--- config.mk ---
export PLATFORM = sky130hd
export DESIGN_NAME = qspi_rd_seq
export DESIGN_NICKNAME = d
export VERILOG_FILES = /design/src/rtl/qspi_pkg.sv /design/src/rtl/qspi_req_slot.sv /design/src/rtl/qspi_rd_seq.sv
export SDC_FILE = /design/constraint.sdc
export NUM_CORES = 1
export LEC_CHECK = 0
export ABC_AREA = 1
export BUFFER_PORTS_ARGS = -buffer_cell sky130_fd_sc_hd__buf_2
export CORE_MARGIN = 3
export CORE_UTILIZATION = 55
export CTS_BUF_LIST = sky130_fd_sc_hd__clkbuf_8
export CTS_CLUSTER_DIAMETER = 50
export DETAILED_ROUTE_END_ITERATION = 12
export HOLD_SLACK_MARGIN = 0.08
export PLACE_DENSITY = 0.83
export SYNTH_ARGS = -nofsm -noshare
export SYNTH_HDL_FRONTEND = slang
export SYNTH_SLANG_ARGS = --single-unit
--- constraint.sdc ---
create_clock -name clk -period 2.49 [get_ports clk]
set_input_delay 0.498 -clock clk [delete_from_list [all_inputs] [get_ports clk]]
set_output_delay 0.498 -clock clk [all_outputs]
set_load 0.05 [all_outputs]
--- src/rtl/qspi_pkg.sv ---
// Shared definitions for the QSPI flash-read sequencer: register map, lane types,
// opcodes, sequencer states and the wrapper request record.
package qspi_pkg;

  typedef enum logic [2:0] {
    REG_CFG0 = 3'd0,
    REG_CFG1 = 3'd1,
    REG_DATA = 3'd2
  } reg_e;

  typedef enum logic [1:0] {
    LN_SINGLE = 2'b00,
    LN_DUAL   = 2'b01,
    LN_QUAD   = 2'b10
  } lane_e;

  typedef enum logic [7:0] {
    OP_READ  = 8'h03,
    OP_QREAD = 8'h6B
  } op_e;

  typedef enum logic [3:0] {
    IDLE,
    CFG,
    CSN_LO,
    CMD,
    ADDR,
    QCFG_D,
    DUMMY,
    QCFG_Q,
    DATA,
    CSN_HI
  } state_e;

  typedef struct packed {
    logic [2:0] addr;
    logic       read;
    logic [7:0] dat;
  } req_t;

endpackage

--- src/rtl/qspi_req_slot.sv ---
// Single outstanding wrapper transaction: holds request fields, REQ/RSP phase
// and reports request/response handshake completion to the sequencer FSM.
module qspi_req_slot
  import qspi_pkg::*;
(
  input  logic clk,
  input  logic rst,
  input  logic issue,
  input  req_t issue_req,
  input  logic req_rdy,
  input  logic rsp_vld,
  input  logic rsp_rdy,
  output logic req_vld,
  output req_t req,
  output logic rsp_phase,
  output logic req_done,
  output logic rsp_done
);

  assign req_done = req_vld & req_rdy;
  assign rsp_done = rsp_phase & rsp_vld & rsp_rdy;

  // A new issue always coincides with the previous response completing, so it
  // takes priority and re-enters REQ phase directly.
  always_ff @(posedge clk) begin
    if (rst) begin
      req_vld   <= 1'b0;
      rsp_phase <= 1'b0;
      req       <= '0;
    end else if (issue) begin
      req_vld   <= 1'b1;
      rsp_phase <= 1'b0;
      req       <= issue_req;
    end else if (req_done) begin
      req_vld   <= 1'b0;
      rsp_phase <= 1'b1;
    end else if (rsp_done) begin
      rsp_phase <= 1'b0;
    end
  end

endmodule

--- src/rtl/qspi_rd_seq.sv ---
// Flash-read sequencer: expands one host read command into the wrapper register
// transaction sequence. Quad fast read is built only with QSPI_RD_SEQ_QUAD_EN.
module qspi_rd_seq
  import qspi_pkg::*;
#(
  parameter int         LEN_W = 8,
  parameter logic [3:0] DIV   = 4'd2,
  parameter logic [1:0] MODE  = 2'b00
) (
  input  logic             clk,
  input  logic             rst,
  input  logic             cmd_vld,
  output logic             cmd_rdy,
  input  logic [23:0]      cmd_addr,
  input  logic [LEN_W-1:0] cmd_len,
  input  logic             cmd_quad,
  output logic             rd_vld,
  input  logic             rd_rdy,
  output logic [7:0]       rd_dat,
  output logic             rd_last,
  output logic             busy,
  output logic             qspi_if_req_vld,
  input  logic             qspi_if_req_rdy,
  output logic [2:0]       qspi_if_req_addr,
  output logic             qspi_if_req_read,
  output logic [7:0]       qspi_if_req_dat,
  input  logic             qspi_if_rsp_vld,
  output logic             qspi_if_rsp_rdy,
  input  logic [7:0]       qspi_if_rsp_dat
);

  state_e           state, state_nxt;
  logic [1:0]       cnt_addr, sel_nxt;
  logic [LEN_W-1:0] cnt_len;
  logic [23:0]      addr_r;
  logic [7:0]       op;
  logic             issue, rsp_phase, rsp_rdy, req_done, rsp_done, data_rsp;
  req_t             issue_req, slot_req;

`ifdef QSPI_RD_SEQ_QUAD_EN
  logic quad_r;

  always_ff @(posedge clk) begin
    if (rst)                         quad_r <= 1'b0;
    else if (state == IDLE && cmd_vld) quad_r <= cmd_quad;
  end

  assign op = quad_r ? OP_QREAD : OP_READ;
`else
  logic unused_quad;
  assign unused_quad = cmd_quad;
  assign op          = OP_READ;
`endif

  // Request fields for the transaction about to be issued in state st.
  function automatic req_t req_for(state_e st, logic [1:0] sel, logic [7:0] opc,
                                   logic [23:0] a);
    req_t r;
    r = '0;
    case (st)
      CFG: begin
        r.addr = REG_CFG0;
        r.dat  = {MODE, 1'b0, LN_SINGLE, 3'b000};
      end
      CSN_LO: begin
        r.addr = REG_CFG1;
        r.dat  = {DIV, 1'b0, 3'b000};
      end
      CMD: begin
        r.addr = REG_DATA;
        r.dat  = opc;
      end
      ADDR: begin
        r.addr = REG_DATA;
        case (sel)
          2'd0:    r.dat = a[23:16];
          2'd1:    r.dat = a[15:8];
          default: r.dat = a[7:0];
        endcase
      end
`ifdef QSPI_RD_SEQ_QUAD_EN
      QCFG_D: begin
        r.addr = REG_CFG0;
        r.dat  = {MODE, 1'b1, LN_SINGLE, 3'b000};
      end
      DUMMY: begin
        r.addr = REG_DATA;
        r.dat  = 8'h00;
      end
      QCFG_Q: begin
        r.addr = REG_CFG0;
        r.dat  = {MODE, 1'b0, LN_QUAD, 3'b000};
      end
`endif
      DATA: begin
        r.addr = REG_DATA;
        r.read = 1'b1;
      end
      CSN_HI: begin
        r.addr = REG_CFG1;
        r.dat  = {DIV, 1'b1, 3'b000};
      end
      default: r = '0;
    endcase
    return r;
  endfunction

  always_ff @(posedge clk) begin
    if (rst) begin
      state    <= IDLE;
      cnt_addr <= 2'd0;
      cnt_len  <= '0;
      addr_r   <= '0;
    end else begin
      state    <= state_nxt;
      cnt_addr <= sel_nxt;
      if (state == IDLE && cmd_vld) begin
        addr_r  <= cmd_addr;
        cnt_len <= cmd_len;
      end else if (state == DATA && rsp_done && cnt_len != '0) begin
        cnt_len <= cnt_len - LEN_W'(1);
      end
    end
  end

  always_comb begin
    state_nxt = state;
    sel_nxt   = cnt_addr;
    case (state)
      IDLE:   if (cmd_vld) state_nxt = CFG;
      CFG:    if (rsp_done) state_nxt = CSN_LO;
      CSN_LO: if (rsp_done) state_nxt = CMD;
      CMD: begin
        if (rsp_done) begin
          state_nxt = ADDR;
          sel_nxt   = 2'd0;
        end
      end
      ADDR: begin
        if (rsp_done) begin
          if (cnt_addr == 2'd2) begin
`ifdef QSPI_RD_SEQ_QUAD_EN
            state_nxt = quad_r ? QCFG_D : DATA;
`else
            state_nxt = DATA;
`endif
          end else begin
            sel_nxt = cnt_addr + 2'd1;
          end
        end
      end
`ifdef QSPI_RD_SEQ_QUAD_EN
      QCFG_D: if (rsp_done) state_nxt = DUMMY;
      DUMMY:  if (rsp_done) state_nxt = QCFG_Q;
      QCFG_Q: if (rsp_done) state_nxt = DATA;
`endif
      DATA:   if (rsp_done && cnt_len == '0) state_nxt = CSN_HI;
      CSN_HI: if (rsp_done) state_nxt = IDLE;
      default: state_nxt = IDLE;
    endcase
    // Next transaction is issued on the same edge the previous one completes.
    issue = (state == IDLE) ? cmd_vld : (rsp_done && state_nxt != IDLE);
  end

  // CFG fields are address independent, so registered command fields suffice.
  assign issue_req = req_for(state_nxt, sel_nxt, op, addr_r);

  qspi_req_slot u_slot (
    .clk       (clk),
    .rst       (rst),
    .issue     (issue),
    .issue_req (issue_req),
    .req_rdy   (qspi_if_req_rdy),
    .rsp_vld   (qspi_if_rsp_vld),
    .rsp_rdy   (rsp_rdy),
    .req_vld   (qspi_if_req_vld),
    .req       (slot_req),
    .rsp_phase (rsp_phase),
    .req_done  (req_done),
    .rsp_done  (rsp_done)
  );

  // Read bytes pass straight from the wrapper response to the sink.
  assign data_rsp = rsp_phase && state == DATA;
  assign rsp_rdy  = rsp_phase && (state != DATA || rd_rdy);
  assign rd_vld   = data_rsp && qspi_if_rsp_vld;
  assign rd_dat   = data_rsp ? qspi_if_rsp_dat : 8'h00;
  assign rd_last  = data_rsp && cnt_len == '0;

  assign qspi_if_rsp_rdy  = rsp_rdy;
  assign qspi_if_req_addr = slot_req.addr;
  assign qspi_if_req_read = slot_req.read;
  assign qspi_if_req_dat  = slot_req.dat;
  assign cmd_rdy          = state == IDLE;
  assign busy             = state != IDLE;

  logic unused_req_done;
  assign unused_req_done = req_done;

endmodule
==> flow_summary_export.csv <==
group,metric,value,unit
routing,drc_errors,0,
worst_setup_path,required,1990,ps
place,hpwl,4530,um
place,gp_congestion,0.867,
timing,max_freq,447,MHz
final_layout,fin_util,69.0,%
global_routing,grt.total_usage,22.6,%
place,port_buffers,70,
die,pin_count,73,
worst_setup_path,critPathMaxFanout,9,
clock_tree,clk_pin_slew_worst_paths,100,ps
synth,yosys.area.top_type_share,38.9,%
clock_tree,cts_buffer_depth,2,
synth,netlist_area,0.00262,mm2
synth,ys_seq_elements,51,
clock_tree,clock_sinks,51,
timing,worst_hold_slack,404,ps
final_layout,finalNetCount,510,
global_routing,grt_max_degree,34,
die,core_area,0.00447,mm2
final_layout,area_growth,17.7,%
synth,yosysWarnings,0,
clock_tree,post_cts_resized,0,
clock_tree,clockRootBuffer,"clkbuf_8",
clock_tree,clk_latency,310,ps
final_layout,antenna_cells,0,
synth,synth_top_area_cell,"dfxtp_1",
final_layout,instances_no_fill,512,
die,initial_core_util,58.6,%
timing,skew,11.5,ps
synth,ys_seq_area_share,38.9,%
worst_setup_path,setup.worst_path.start_class,"register",
worst_setup_path,crit_type,"reg2out",
pwr,p_comb_share,19.0,%
routing,wl_per_cell,11.9,um
die,die_area,0.00563,mm2
outcome,status,"finished, final reports clean",
worst_setup_path,cp-end-kind,"output port",
routing,route.vias.total,2667,
place,numPlacedInstances,504,
die,rows,24,
final_layout,drive_gt1_share,23.0,%
routing,ant_nets,0,
die,die_h,75.1,um
pwr,switching_share,30.5,%
routing,avgViaCountPerCell,5.21,
clock_tree,cts_buffers,5,
worst_setup_path,r2r_slack,380,ps
synth,synth_nets,443,
synth,ys_types,32,
pwr,seqPwrFrac,52.1,%
timing,tns,0,ps
clock_tree,cts.htree.levels,2,
synth,ys_async_sr_fraction,0,%
synth,syn_inst,392,
synth,yosys-top-cells-count,"nor2_1, nand2_1, dfxtp_1, inv_1, o21ai_0",
global_routing,grt_overflow,0,
routing,wirelength,6090,um
timing,period_needed,2240,ps
clock_tree,cts_tree,"yes",
timing,final-max-slew-violation-count,0,
routing,drt_iter0_drc,144,
timing,fin_crit_sh,89.9,%
synth,avgSynthCellArea,6.69,um2
synth,yosysMostFrequentCell,"nor2_1",
clock_tree,postCtsHoldBufs,0,
global_routing,antenna_found_initial,0,
global_routing,grt_pass1_wl,9940,um
pwr,vdd_drop_max,0.000323,V
pwr,p_leak,0.00158,uW
synth,synth-edff-count,0,
pwr,power_per_cell_area,566,mW/mm2
synth,ys.flop_type,"dfxtp_1",
timing,hold_viol,0,
timing,rsz0062_at_grt,"no",
routing,first_pass_iters,5,
pwr,p_clk_share,28.9,%
worst_setup_path,crit_arrival,1740,ps
pwr,p_switching,533,uW
global_routing,grt_pass1_vias,2309,
die,die_x,75.1,um
synth,synth_area_leaders,"dfxtp_1, nor2_1, nand2_1, o21ai_0, inv_1",
timing,finalSetupViolations,0,
pwr,internal_power,1210,uW
flow_run,cap_violations,0,
min_path,hold_class,"in2reg",
clock_tree,post-cts-setup-buffers,0,
## final cells by class
type,instances,area [um2]
clock inverters,2,12.5
fillers,422,1390
clock buffers,6,82.6
well taps,52,65.1
repair buffers,75,388
multi-input cells,279,1340
flip-flops and latches,51,1020
inverters,47,176
## worst max-delay path: stages, from the launching register on
cell	delay (ps)
dfxtp_1	350
inv_1	70
nor2_2	150
nand2_1	130
inv_1	110
nand2_1	180
nor2_2	160
buf_2	280
## per-layer routing
metal  track usage [%]  vias to the layer above  routed length (um)
li1                  -                     1373                   -
met1              29.3                     1180                2650
met2              37.0                      107                2870
met3              4.41                        7                 491
met4              8.70                        0                  80
met5                 0                        -                   0
## power by group through the flow
| stage | logic (uW) | clock network (uW) | registers, uW |
|---|---|---|---|
| finish | 332 | 506 | 910 |
| global route | 375 | 553 | 919 |
| CTS | 332 | 513 | 911 |
| floorplan | 227 | 0 | 937 |
| global placement | 322 | 0 | 927 |
| detailed placement | 330 | 0 | 929 |
## metrics by stage
| stage | power, uW | setup WS (ps) | area (um2) |
|---|---|---|---|
| 5_1_grt | 1850 | 94.8 | 3090 |
| 3_5_place_dp | 1260 | 335 | 2990 |
| 6_report | 1750 | 252 | 3090 |
| 4_1_cts | 1760 | 254 | 3090 |
| 2_1_floorplan | 1160 | 441 | 2620 |
| 3_3_place_gp | 1250 | 380 | 2990 |
## cell usage in the layout (no fill, tap or decap)
master	netlist	routed
nor2_1	86	85
nand2_1	70	70
buf_2	2	70
dfxtp_1	51	51
inv_1	44	45
o21ai_0	43	43
nand3_1	20	20
a21oi_1	14	14
nor2_2	7	8
clkbuf_8	0	6
buf_4	1	5
nand3_2	4	4
nand4_1	4	4
nor3_1	4	4
a31oi_1	4	4
ha_1	4	4
nor2_4	3	3
inv_2	3	3
xor2_1	3	3
nand2_2	2	2
o21ai_1	2	2
nand3_4	1	1
a22oi_1	1	1
o21ai_2	1	1
a21oi_2	1	1
a21boi_0	1	1
a31oi_2	1	1
a221oi_1	1	1
nand3b_1	1	1
conb_1	1	1
clkinv_4	0	1
## state kept, by name, summed over array words and instances (netlist names)
register	flops
addr_r	24
u_slot.req	11
cnt_len	8
state	4
cnt_addr	2
u_slot.req_vld	1
u_slot.rsp_phase	1
## logic make-up after synthesis
| group | after synthesis | share of synthesized area, % |
|---|---|---|
| other | 1 | 0.143 |
| AOI/OAI and AO/OA | 69 | 14.3 |
| buffers and inverters | 62 | 9.97 |
| adders and majority gates | 4 | 1.91 |
| DFF | 51 | 38.9 |
| and+or+nand+nor | 202 | 33.8 |
| xor gates and xnor gates | 3 | 1.00 |
## final timing paths
check	start	to	cells past startpoint
worst min register to register	u_slot.req[8]	u_slot.req[8]	2
worst max register to register	state[3]	u_slot.req[5]	14
worst max-delay path	state[3]	rd_vld	7
worst min-delay path	cmd_addr[8]	addr_r[8]	3
Power figures use the tool's default switching activity.
